**src/rtl/decode_pkg.sv**
```systemverilog
// -----------------------------------------------------------------------------
// decode_pkg
// Shared definitions for the instruction decode (ID) stage: opcode encoding,
// control vector bit positions and the opcode-to-control decode function.
// Imported by decode_stage.
// -----------------------------------------------------------------------------
package decode_pkg;

  // Control vector width, fixed by the encoding below.
  localparam int CTRL_W = 11;

  // Bit positions inside the control vector.
  localparam int CTRL_ALUOP  = 0;
  localparam int CTRL_ALUSRC = 1;
  localparam int CTRL_MEMW   = 2;
  localparam int CTRL_MEMR   = 3;
  localparam int CTRL_MTR    = 4;
  localparam int CTRL_BRANCH = 5;
  localparam int CTRL_REGW   = 6;
  localparam int CTRL_IN     = 7;
  localparam int CTRL_OUT    = 8;
  localparam int CTRL_STACK  = 9;
  localparam int CTRL_PUSH   = 10;

  // Major opcode, three bits wide.
  typedef enum logic [2:0] {
    OP_NOP  = 3'b000,
    OP_ALU  = 3'b001,
    OP_ALUI = 3'b010,
    OP_LDD  = 3'b011,
    OP_STD  = 3'b100,
    OP_BR   = 3'b101,
    OP_PORT = 3'b110,
    OP_STK  = 3'b111
  } opcodeT;

  // Maps {op, sub} to the control vector. The sub bit only matters for the
  // port and stack opcodes, where it picks the direction (in/out, pop/push).
  function automatic logic [CTRL_W-1:0] decodeCtrl(input opcodeT op, input logic sub);
    logic [CTRL_W-1:0] ctrl;
    ctrl = '0;
    case (op)
      OP_NOP: ctrl = '0;
      OP_ALU: begin
        ctrl[CTRL_ALUOP] = 1'b1;
        ctrl[CTRL_REGW]  = 1'b1;
      end
      OP_ALUI: begin
        ctrl[CTRL_ALUOP]  = 1'b1;
        ctrl[CTRL_ALUSRC] = 1'b1;
        ctrl[CTRL_REGW]   = 1'b1;
      end
      OP_LDD: begin
        ctrl[CTRL_ALUSRC] = 1'b1;
        ctrl[CTRL_MEMR]   = 1'b1;
        ctrl[CTRL_MTR]    = 1'b1;
        ctrl[CTRL_REGW]   = 1'b1;
      end
      OP_STD: begin
        ctrl[CTRL_ALUSRC] = 1'b1;
        ctrl[CTRL_MEMW]   = 1'b1;
      end
      OP_BR: ctrl[CTRL_BRANCH] = 1'b1;
      OP_PORT: begin
        if (sub) begin
          ctrl[CTRL_OUT] = 1'b1;
        end else begin
          ctrl[CTRL_IN]   = 1'b1;
          ctrl[CTRL_REGW] = 1'b1;
        end
      end
      OP_STK: begin
        ctrl[CTRL_STACK] = 1'b1;
        if (sub) begin
          ctrl[CTRL_PUSH] = 1'b1;
          ctrl[CTRL_MEMW] = 1'b1;
        end else begin
          ctrl[CTRL_MEMR] = 1'b1;
          ctrl[CTRL_MTR]  = 1'b1;
          ctrl[CTRL_REGW] = 1'b1;
        end
      end
      default: ctrl = '0;
    endcase
    return ctrl;
  endfunction

endpackage

```
**src/rtl/decode_regfile.sv**
```systemverilog
// -----------------------------------------------------------------------------
// decode_regfile
// General purpose register file for the decode stage: 2**ADDR_W entries of
// DATA_W bits, one synchronous write port, two combinational read ports,
// all entries cleared by the asynchronous active-low reset.
//
// Optional feature (macro DECODE_WB_BYPASS_EN):
//   defined   - a read of the address being written this cycle returns the
//               write data (write-through), independently on each read port.
//   undefined - reads return the value stored before the write.
//
// Ports:
//   clk        in   clock, rising edge
//   rst_n      in   asynchronous active-low reset
//   i_wrEn     in   write enable
//   i_wrAddr   in   write address
//   i_wrData   in   write data
//   i_rdAddrA  in   read port A address
//   o_rdDataA  out  read port A data
//   i_rdAddrB  in   read port B address
//   o_rdDataB  out  read port B data
// -----------------------------------------------------------------------------
module decode_regfile #(
  parameter int DATA_W = 16,
  parameter int ADDR_W = 3
) (
  input  logic              clk,
  input  logic              rst_n,
  input  logic              i_wrEn,
  input  logic [ADDR_W-1:0] i_wrAddr,
  input  logic [DATA_W-1:0] i_wrData,
  input  logic [ADDR_W-1:0] i_rdAddrA,
  output logic [DATA_W-1:0] o_rdDataA,
  input  logic [ADDR_W-1:0] i_rdAddrB,
  output logic [DATA_W-1:0] o_rdDataB
);

  localparam int REG_CNT = 2 ** ADDR_W;

  logic [DATA_W-1:0] r_regs [REG_CNT];

  // Storage array. Every entry returns to zero on reset; afterwards a single
  // entry is updated per cycle from the writeback port.
  always_ff @(posedge clk or negedge rst_n) begin
    if (!rst_n) begin
      for (int i = 0; i < REG_CNT; i++) begin
        r_regs[i] <= '0;
      end
    end else if (i_wrEn) begin
      r_regs[i_wrAddr] <= i_wrData;
    end
  end

`ifdef DECODE_WB_BYPASS_EN
  // Write-through reads: a same-cycle writeback to the addressed register
  // wins over the stored value, so the writeback stage need not run ahead.
  always_comb begin
    o_rdDataA = r_regs[i_rdAddrA];
    o_rdDataB = r_regs[i_rdAddrB];
    if (i_wrEn && (i_wrAddr == i_rdAddrA)) begin
      o_rdDataA = i_wrData;
    end
    if (i_wrEn && (i_wrAddr == i_rdAddrB)) begin
      o_rdDataB = i_wrData;
    end
  end
`else
  // Plain reads of the stored value; a write in this cycle becomes visible
  // on the following cycle.
  always_comb begin
    o_rdDataA = r_regs[i_rdAddrA];
    o_rdDataB = r_regs[i_rdAddrB];
  end
`endif

endmodule

```
**src/rtl/decode_stage.sv**
```systemverilog
// -----------------------------------------------------------------------------
// decode_stage
// Parametrised instruction decode (ID) stage sitting between fetch and
// execute. Extracts the register/opcode/immediate fields, decodes the opcode
// into a control vector, reads two operands from the register file (which
// also takes the writeback port) and detects load-use hazards against the
// instruction currently held in the ID/EX register. The ID/EX register is
// the stage output, with a valid/ready handshake, flush and a saturating
// count of stall cycles.
//
// Instruction layout (low bits first):
//   [3]                   sub
//   [4 +: ADDR_W]         rd
//   [4+ADDR_W +: ADDR_W]  rs2
//   [4+2*ADDR_W +: ADDR_W] rs1
//   [4+3*ADDR_W +: 3]     op
//   [INSTR_W-1 -: DATA_W] immediate
// The layout requires 3*ADDR_W+7 <= INSTR_W-DATA_W.
//
// Optional feature: define DECODE_WB_BYPASS_EN for write-through register
// reads (see decode_regfile).
//
// Ports:
//   clk             in   clock, rising edge
//   rst_n           in   asynchronous active-low reset
//   i_inValid       in   fetch presents an instruction
//   i_inInstr       in   instruction word
//   o_inReady       out  instruction accepted this cycle
//   i_flush         in   kill the ID/EX contents (taken branch)
//   i_wbEn          in   writeback enable
//   i_wbAddr        in   writeback register
//   i_wbData        in   writeback data
//   o_outValid      out  ID/EX holds a valid instruction
//   i_outReady      in   execute consumes ID/EX
//   o_outCtrl       out  control vector
//   o_outRs1Data    out  operand 1
//   o_outRs2Data    out  operand 2
//   o_outRd         out  destination register
//   o_outImm        out  immediate
//   o_stallCnt      out  saturating count of stall cycles
// -----------------------------------------------------------------------------
module decode_stage
  import decode_pkg::*;
#(
  parameter int DATA_W  = 16,
  parameter int ADDR_W  = 3,
  parameter int INSTR_W = 32
) (
  input  logic               clk,
  input  logic               rst_n,
  input  logic               i_inValid,
  input  logic [INSTR_W-1:0] i_inInstr,
  output logic               o_inReady,
  input  logic               i_flush,
  input  logic               i_wbEn,
  input  logic [ADDR_W-1:0]  i_wbAddr,
  input  logic [DATA_W-1:0]  i_wbData,
  output logic               o_outValid,
  input  logic               i_outReady,
  output logic [CTRL_W-1:0]  o_outCtrl,
  output logic [DATA_W-1:0]  o_outRs1Data,
  output logic [DATA_W-1:0]  o_outRs2Data,
  output logic [ADDR_W-1:0]  o_outRd,
  output logic [DATA_W-1:0]  o_outImm,
  output logic [15:0]        o_stallCnt
);

  logic [ADDR_W-1:0] w_rd;
  logic [ADDR_W-1:0] w_rs1;
  logic [ADDR_W-1:0] w_rs2;
  logic [2:0]        w_op;
  logic              w_sub;
  logic [DATA_W-1:0] w_imm;
  logic [CTRL_W-1:0] w_ctrl;
  logic [DATA_W-1:0] w_rs1Data;
  logic [DATA_W-1:0] w_rs2Data;
  logic              w_hz;
  logic              w_ld;
  logic              w_inReady;
  logic              w_unusedInstr;

  logic              r_outValid;
  logic [CTRL_W-1:0] r_outCtrl;
  logic [DATA_W-1:0] r_outRs1Data;
  logic [DATA_W-1:0] r_outRs2Data;
  logic [ADDR_W-1:0] r_outRd;
  logic [DATA_W-1:0] r_outImm;
  logic [15:0]       r_stallCnt;

  // Field extraction and opcode decode. Low instruction bits and any gap
  // between the opcode and the immediate carry no meaning for this stage.
  always_comb begin
    w_rd   = i_inInstr[4 +: ADDR_W];
    w_rs2  = i_inInstr[4 + ADDR_W +: ADDR_W];
    w_rs1  = i_inInstr[4 + 2 * ADDR_W +: ADDR_W];
    w_op   = i_inInstr[4 + 3 * ADDR_W +: 3];
    w_sub  = i_inInstr[3];
    w_imm  = i_inInstr[INSTR_W-1 -: DATA_W];
    w_ctrl = decodeCtrl(opcodeT'(w_op), w_sub);
  end

  assign w_unusedInstr = ^i_inInstr;

  decode_regfile #(
    .DATA_W (DATA_W),
    .ADDR_W (ADDR_W)
  ) u_regfile (
    .clk       (clk),
    .rst_n     (rst_n),
    .i_wrEn    (i_wbEn),
    .i_wrAddr  (i_wbAddr),
    .i_wrData  (i_wbData),
    .i_rdAddrA (w_rs1),
    .o_rdDataA (w_rs1Data),
    .i_rdAddrB (w_rs2),
    .o_rdDataB (w_rs2Data)
  );

  // Load-use hazard: the load sitting in ID/EX has not produced its data yet,
  // so a dependent instruction must wait one cycle. Both source fields are
  // checked even when the opcode ignores one of them, which keeps the check
  // independent of the decode. The ID/EX register may load whenever it is
  // empty or being drained by execute.
  always_comb begin
    w_hz = i_inValid && r_outValid && r_outCtrl[CTRL_MEMR] &&
           ((r_outRd == w_rs1) || (r_outRd == w_rs2));
    w_ld = !r_outValid || i_outReady;
    w_inReady = w_ld && !w_hz && !i_flush;
  end

  // ID/EX pipeline register. Flush only drops valid; a hazard inserts a
  // bubble with a cleared control vector so that the load no longer matches
  // next cycle and the dependent instruction goes through after exactly one
  // bubble. When execute is stalled the contents are held unchanged.
  always_ff @(posedge clk or negedge rst_n) begin
    if (!rst_n) begin
      r_outValid   <= 1'b0;
      r_outCtrl    <= '0;
      r_outRs1Data <= '0;
      r_outRs2Data <= '0;
      r_outRd      <= '0;
      r_outImm     <= '0;
    end else if (i_flush) begin
      r_outValid <= 1'b0;
    end else if (w_ld && w_hz) begin
      r_outValid <= 1'b0;
      r_outCtrl  <= '0;
    end else if (w_ld && i_inValid) begin
      r_outValid   <= 1'b1;
      r_outCtrl    <= w_ctrl;
      r_outRs1Data <= w_rs1Data;
      r_outRs2Data <= w_rs2Data;
      r_outRd      <= w_rd;
      r_outImm     <= w_imm;
    end else if (w_ld) begin
      r_outValid <= 1'b0;
    end
  end

  // Counts every cycle in which fetch offers an instruction that is not
  // taken, whatever the reason (hazard, back-pressure or flush). Sticks at
  // all ones instead of wrapping.
  always_ff @(posedge clk or negedge rst_n) begin
    if (!rst_n) begin
      r_stallCnt <= '0;
    end else if (i_inValid && !w_inReady && (r_stallCnt != 16'hFFFF)) begin
      r_stallCnt <= r_stallCnt + 16'd1;
    end
  end

  assign o_inReady    = w_inReady;
  assign o_outValid   = r_outValid;
  assign o_outCtrl    = r_outCtrl;
  assign o_outRs1Data = r_outRs1Data;
  assign o_outRs2Data = r_outRs2Data;
  assign o_outRd      = r_outRd;
  assign o_outImm     = r_outImm;
  assign o_stallCnt   = r_stallCnt;

endmodule

```
**config.mk**
```make
export PLATFORM = sky130hd
export DESIGN_NAME = decode_stage
export DESIGN_NICKNAME = d
export VERILOG_FILES = /design/src/rtl/decode_pkg.sv /design/src/rtl/decode_regfile.sv /design/src/rtl/decode_stage.sv
export SDC_FILE = /design/constraint.sdc
export NUM_CORES = 1
export LEC_CHECK = 0
export CAP_MARGIN = 0
export CORE_ASPECT_RATIO = 0.6
export CORE_MARGIN = 2
export CORE_UTILIZATION = 46
export DETAILED_ROUTE_END_ITERATION = 8
export GPL_ROUTABILITY_DRIVEN = 0
export MAX_ROUTING_LAYER = met4
export PLACE_DENSITY = 0.76
export SLEW_MARGIN = 20
export SYNTH_ARGS = -nofsm -noshare
export SYNTH_HDL_FRONTEND = slang
export SYNTH_HIERARCHICAL = 1
export SYNTH_SLANG_ARGS = --single-unit
export TNS_END_PERCENT = 10
```
**constraint.sdc**
```tcl
create_clock -name clk -period 2.35 [get_ports clk]
set_input_delay 0.47 -clock clk [delete_from_list [all_inputs] [get_ports clk]]
set_output_delay 0.47 -clock clk [all_outputs]
set_load 0.005 [all_outputs]
```
; ---- Word level (Yosys, flattened, before mapping)
; Cells that the tools add are included.
[op_classes]
n_mux = 26
n_reduce_logical = 23
order_cmp = 4
n_addsub = 1
bitwise = 5
eq_ne = 10
[ops]
columns = op, count
row1 = 128-bit bitwise mux, 1
row2 = 16-bit binary-select mux with 3-bit select, 2
row3 = 16-bit 2-to-1 mux, 5
row4 = 16-bit demux with 3-bit select, 1
row5 = 11-bit 2-to-1 mux, 2
row6 = 16-bit by 1-bit adder with 16-bit output (second input constant), 1
row7 = 16-bit != test (second input constant), 1
row8 = 3-bit equality test (second input constant), 4
row9 = 4-bit greater-or-equal comparator (second input constant), 3
row10 = 3-bit NOT with 4-bit output, 3
row11 = 1-bit logical AND, 10
row12 = 1-bit 2-to-1 mux, 9
row13 = 3-bit by 2-bit equality test with 1-bit output (second input constant), 2
row14 = 3-bit equality test, 2
row15 = 2-bit 2-to-1 mux, 3
row16 = 3-bit OR reduction, 2
row17 = 1-bit logical NOT, 4
row18 = 4-bit by 1-bit < comparator with 1-bit output (second input constant), 1
row19 = 2-bit case mux with 2 select lines, 1
row20 = 4-bit nonzero test, 1
row21 = 3-bit by 1-bit equality test with 1-bit output (second input constant), 1
row22 = 1-bit case mux with 3 select lines, 1
row23 = 3-bit AND reduction, 1
row24 = 1-bit logical OR, 2
row25 = other kinds (5), 6
[totals]
inputBits = 57
ff_bits = 207
word_cells = 84

; ---- Logic depth before layout (Yosys ltp)
[logic_depth]
depth_word = 9
ltp_mapped = 7
mapped_depth_nobuf = 6

; ---- By module
; The synthesis kept the hierarchy.
[modules_own_cells]
columns = mod, n_inst, area_per_inst_um2, cells_each
row1 = decode_regfile, 1, 7000.5, 393
row2 = decode_stage, 1, 3553.4, 250

; ---- Worst setup path after synthesis
; OpenSTA, ideal clock, no wires.
[synth_timing]
path_kind = input -> register
from = input port i_inInstr[10]
to = register r_outRs1Data[1] (netlist: o_outRs1Data[1])
stages = 5
path_buffers = 2
setup_ns = 0.125
t_arrival_ns = 1.752
setup_slack_ns = 0.473
cell_sequence = buf_6 buf_6 mux4_1 mux2_2 mux2_4
[synth_via]
word_cells_on_any_way = 10
classes_between = 1 x eq/ne / 3 x mux / 2 x bitwise / 4 x reduce/logical
[synth_lines]
columns = item, line
row1 = "start, declared", decode_stage.sv:52  ; input logic [INSTR_W-1:0] i_inInstr,
row2 = 3-bit NOT with 4-bit output (not written as such), decode_regfile.sv:71  ; o_rdDataA = r_regs[i_rdAddrA];
row3 = 16-bit binary-select mux with 3-bit select, decode_regfile.sv:71
row4 = 16-bit 2-to-1 mux (not written as such) (2 in a row), decode_regfile.sv:71
row5 = via w_rs1Data[1], decode_stage.sv:75  ; logic [DATA_W-1:0] w_rs1Data;
row6 = "end signal, assigned", decode_stage.sv:151  ; r_outRs1Data <= w_rs1Data;
row7 = "end, declared", decode_stage.sv:84  ; logic [DATA_W-1:0] r_outRs1Data;
; The timed path passes the listed nets, and every way through them passes these cells. The select of a mux whose other input is x is not followed.
; A chain may end at the register's enable or synchronous reset.

; ---- Worst setup path in the final report
[layout_timing]
from = input port i_inInstr[9]
to = output port o_inReady
[layout_via]
elab_chain_len = 6
[layout_lines]
columns = item, line
row1 = 3-bit equality test, decode_stage.sv:126  ; ((r_outRd == w_rs1) || (r_outRd == w_rs2));
row2 = 1-bit logical OR, decode_stage.sv:126
row3 = 1-bit logical AND, decode_stage.sv:125  ; w_hz = i_inValid && r_outValid && r_outCtrl[CTRL_MEMR] &&
row4 = 1-bit logical NOT, decode_stage.sv:128  ; w_inReady = w_ld && !w_hz && !i_flush;
row5 = 1-bit logical AND (2 in a row), decode_stage.sv:128
row6 = "end, declared", decode_stage.sv:53  ; output logic o_inReady,
; No other way between the ends.

==> run_results.csv <==
group,metric,value,unit
status,status,"finished with violations",
status,failing_checks,"negative hold slack",
setup_path,setup.worst_path.start_class,"primary input",
timing,timing.setup.tns,0,ns
global_route,number_of_global_route_vias_before_repair,6733,
routing,route.detailed.vias_per_inst,5.75,
logic_synthesis,synth_top_flop_cell,"sky130_fd_sc_hd__dfrtp_1",
cts,insertion_delay,0.49,ns
setup_path,reg2reg_setup_slack,0.31,ns
logic_synthesis,number_of_enable_flip_flop_cells_after_synthesis,0,
setup_path,critical_path_required,1.88,ns
timing,timing_hold_violations_final,7,
cts,cts_max_path_buffers,3,
layout,fillerInstances,1635,
routing,wire_length_per_cell,22.5,um
timing,setup_clock_skew_after_layout,0.00694,ns
setup_path,crit-reg2reg-launch,"o_stallCnt[0]",
timing,final_critical_path_setup_slack,0.165,ns
setup_path,critical_path.max_stage_delay,0.47,ns
cts,htreeDepth,1,
logic_synthesis,yosysUniqueCellTypes,43,
routing,drc,0,
routing,ant_nets,0,
cts,holdBufCountCts,0,
layout,antenna-diode-count,0,
routing,detail_route.first_pass.iterations,4,
pwr,max-vdd-ir-drop,575,uV
timing,whs,-0.00947,ns
setup_path,worst_setup_path_endpoint,"o_inReady",
logic_synthesis,synthArstFlopShare,100,%
logic_synthesis,sequential_element_share_of_the_synthesized_area,48.8,%
timing,layout_min_cycle_time,2.19,ns
setup_path,timing.setup.critical_path_class,"primary input to output port",
place,dp_hpwl,17100,um
setup_path,crit_fanout,2,
setup_path,critPathLaunch,"i_inInstr[9]",
routing,routed_wl,25300,um
layout,syn2layout_area_growth,26.4,%
floorplanning,io-pin-count,137,
cts,cts_made_buffers,20,
floorplanning,floorplan.core_area,22300,sq um
floorplanning,initial_utilization,47.4,%
worst_hold_path,worst_hold_path_type,"primary input to async pin",
cts,tritoncts,"built",
cts,clkSinkCount,206,
logic_synthesis,yosysWarnings,6,
flow_run,max_cap_violations,0,
logic_synthesis,postSynthNetCount,701,
logic_synthesis,postSynthCellCount,643,
timing,maxSlewViolCount,0,
timing,grt_setup_unrepaired,"false",
timing,finalSetupViolations,0,
logic_synthesis,synth-seq-cells,206,
global_route,grt_start_max_net_pins,74,
setup_path,reg2reg_depth,5,
floorplanning,die_w,200,um
routing,dr_total_vias,6448,
setup_path,type_of_destination_of_the_critical_path,"output port",
layout,final_layout_size_suffix_gt1_share,40.0,%
global_route,grt-ovfl-total,0,
global_route,antenna_found_initial,0,
layout,layout.nets,858,
cts,clock_tree.root_cell,"sky130_fd_sc_hd__clkbuf_16",
floorplanning,die-area,24200,sq um
place,pre_cts_ws,-0.0819,ns
pwr,cellLeakagePower,5.77,nW
setup_path,crit_slowest_cell,"sky130_fd_sc_hd__clkdlybuf4s50_1",
setup_path,crit_path_cells,"clkdlybuf4s50_1, xnor2_2, nand4_4, nand3_2, inv_1, dlygate4sd2_1",
global_route,grt_use_total,21.9,%
floorplanning,die_height,121,um
routing,drtIter0Drc,330,
setup_path,crit-reg2reg-capture,"o_stallCnt[1]",
cts,cts.clk_slew.worst_paths,0.07,ns
timing,timing.final.crit_share,93.0,%
timing,max_slew_headroom,57.6,%
pwr,pwr_per_cell_area,867,nW/um^2
logic_synthesis,post_synth_instance_area,10600,sq um
floorplanning,floorplan.rows,42,
layout,finish.cell_count_without_fillers,1122,
place,buffer_ports.inserted,133,
global_route,global_route_wire_length_before_repair,39300,um
logic_synthesis,avgSynthCellArea,16.4,sq um
timing,worst_slew_pin_slew,0.636,ns
timing,max_freq,0.458,GHz
place,dpl.cell_count,1085,
setup_path,timing.critical_path.arrival,1.72,ns
## worst min-delay path by stage
stage                       from  slack [ns]        endpoint
finish                     rst_n      -0.009  o_stallCnt[15]
CTS                        rst_n        0.01  o_stallCnt[15]
floorplan                  rst_n        0.17    o_outCtrl[0]
detailed placement   o_outImm[0]        0.49     o_outImm[0]
global route               rst_n        0.03  o_stallCnt[15]
global placement    o_outCtrl[1]        0.47    o_outCtrl[1]
## stage by stage
step                      power (W)  utilization (%)  cell area [sq um]
final                        0.0116             59.9              13300
after global routing         0.0121             59.9              13300
after CTS                    0.0117             59.9              13300
after detailed placement    0.00815             56.4              12600
after global placement      0.00793             56.4              12600
after floorplan             0.00664                -              10600
## power breakdown
part	internal [W]	total [W]	switching, W
combinational	0.00213	0.00310	0.000976
clock	0.00207	0.00343	0.00136
sequential	0.00439	0.00502	0.000628
## per-layer routing
metal  global-route usage (%)  vias up  wire (um)
met2                     34.9      176      12200
met5                        -        -          0
met1                     29.5     3402      11400
li1                         -     2819          -
met3                     3.20       51       1070
met4                     6.16        0        629
## worst max-delay path: cells and delay by family
kind                      cells  cell delay (ns)
and+or+nand+nor               2             0.21
buffers and inverters         3             0.77
xor gates and xnor gates      1             0.26
## cell usage after synthesis (3+ instances only)
cell / number / share of area, %
sky130_fd_sc_hd__o31ai_1: 4 / 0.28
sky130_fd_sc_hd__buf_6: 15 / 1.6
sky130_fd_sc_hd__mux2_2: 163 / 17
sky130_fd_sc_hd__mux2_4: 48 / 6.8
sky130_fd_sc_hd__xnor2_1: 20 / 1.7
sky130_fd_sc_hd__nand4_1: 9 / 0.53
sky130_fd_sc_hd__nand4b_2: 3 / 0.43
sky130_fd_sc_hd__nand3_1: 11 / 0.52
sky130_fd_sc_hd__nor2_1: 6 / 0.21
sky130_fd_sc_hd__mux2_1: 3 / 0.32
sky130_fd_sc_hd__nand2_1: 15 / 0.53
sky130_fd_sc_hd__buf_1: 6 / 0.21
sky130_fd_sc_hd__mux4_1: 56 / 14
sky130_fd_sc_hd__a21oi_1: 3 / 0.14
sky130_fd_sc_hd__buf_2: 11 / 0.52
sky130_fd_sc_hd__inv_1: 4 / 0.14
sky130_fd_sc_hd__mux4_2: 8 / 1.7
sky130_fd_sc_hd__o41ai_1: 5 / 0.41
sky130_fd_sc_hd__and3_1: 10 / 0.59
sky130_fd_sc_hd__buf_4: 6 / 0.43
sky130_fd_sc_hd__clkbuf_1: 5 / 0.18
sky130_fd_sc_hd__dfrtp_1: 206 / 49
## layout make-up
| class | count | area [sq um] | area share [%] |
|---|---|---|---|
| timing repair buffer | 180 | 1930 | 14.4 |
| tap | 308 | 385 | 2.89 |
| clock inverter | 6 | 86.3 | 0.647 |
| inverter | 4 | 15.0 | 0.113 |
| clock buffer | 30 | 629 | 4.72 |
| sequential | 206 | 5160 | 38.7 |
| multi-input combinational | 388 | 5140 | 38.5 |
## flip-flops by register name, indices dropped and copies added (netlist names)
signal	cells
u_regfile/r_regs	128
o_outImm	16
o_outRs1Data	16
o_outRs2Data	16
o_stallCnt	16
o_outCtrl	10
o_outRd	3
o_outValid	1
## kinds of logic (layout without fill, tap and decap cells)
kind of cell | after synthesis | count (layout) | share of synthesized area (%)
XOR/XNOR | 20 | 20 | 1.66
flip-flops | 206 | 206 | 48.8
adder cells (fa/ha/maj) | 1 | 1 | 0.119
AO/OA/AOI/OAI | 15 | 15 | 1.11
AND/OR/NAND/NOR | 73 | 73 | 4.80
multiplexers | 279 | 279 | 40.3
buffers and inverters | 49 | 220 | 3.18
## cells in the final DEF, fill, tap and decap left out, types with 6 or more instances in the layout
cell type	instances
sky130_fd_sc_hd__dfrtp_1	204
sky130_fd_sc_hd__mux2_4	48
sky130_fd_sc_hd__nand3_1	11
sky130_fd_sc_hd__nand4_1	9
sky130_fd_sc_hd__nand2_1	15
sky130_fd_sc_hd__mux2_2	163
sky130_fd_sc_hd__buf_12	20
sky130_fd_sc_hd__mux4_2	8
sky130_fd_sc_hd__xnor2_2	6
sky130_fd_sc_hd__mux4_1	56
sky130_fd_sc_hd__xnor2_1	14
sky130_fd_sc_hd__clkbuf_8	8
sky130_fd_sc_hd__clkbuf_16	21
sky130_fd_sc_hd__nor2_1	6
sky130_fd_sc_hd__and3_1	10
sky130_fd_sc_hd__buf_4	27
sky130_fd_sc_hd__clkdlybuf4s50_1	129
## what timing repair did
action                                  in CTS  in global routing
gates resized for setup                      9                  0
setup buffers                                1                  0
endpoints found under the setup margin       1                  0
(Power assumes the default switching activity.)
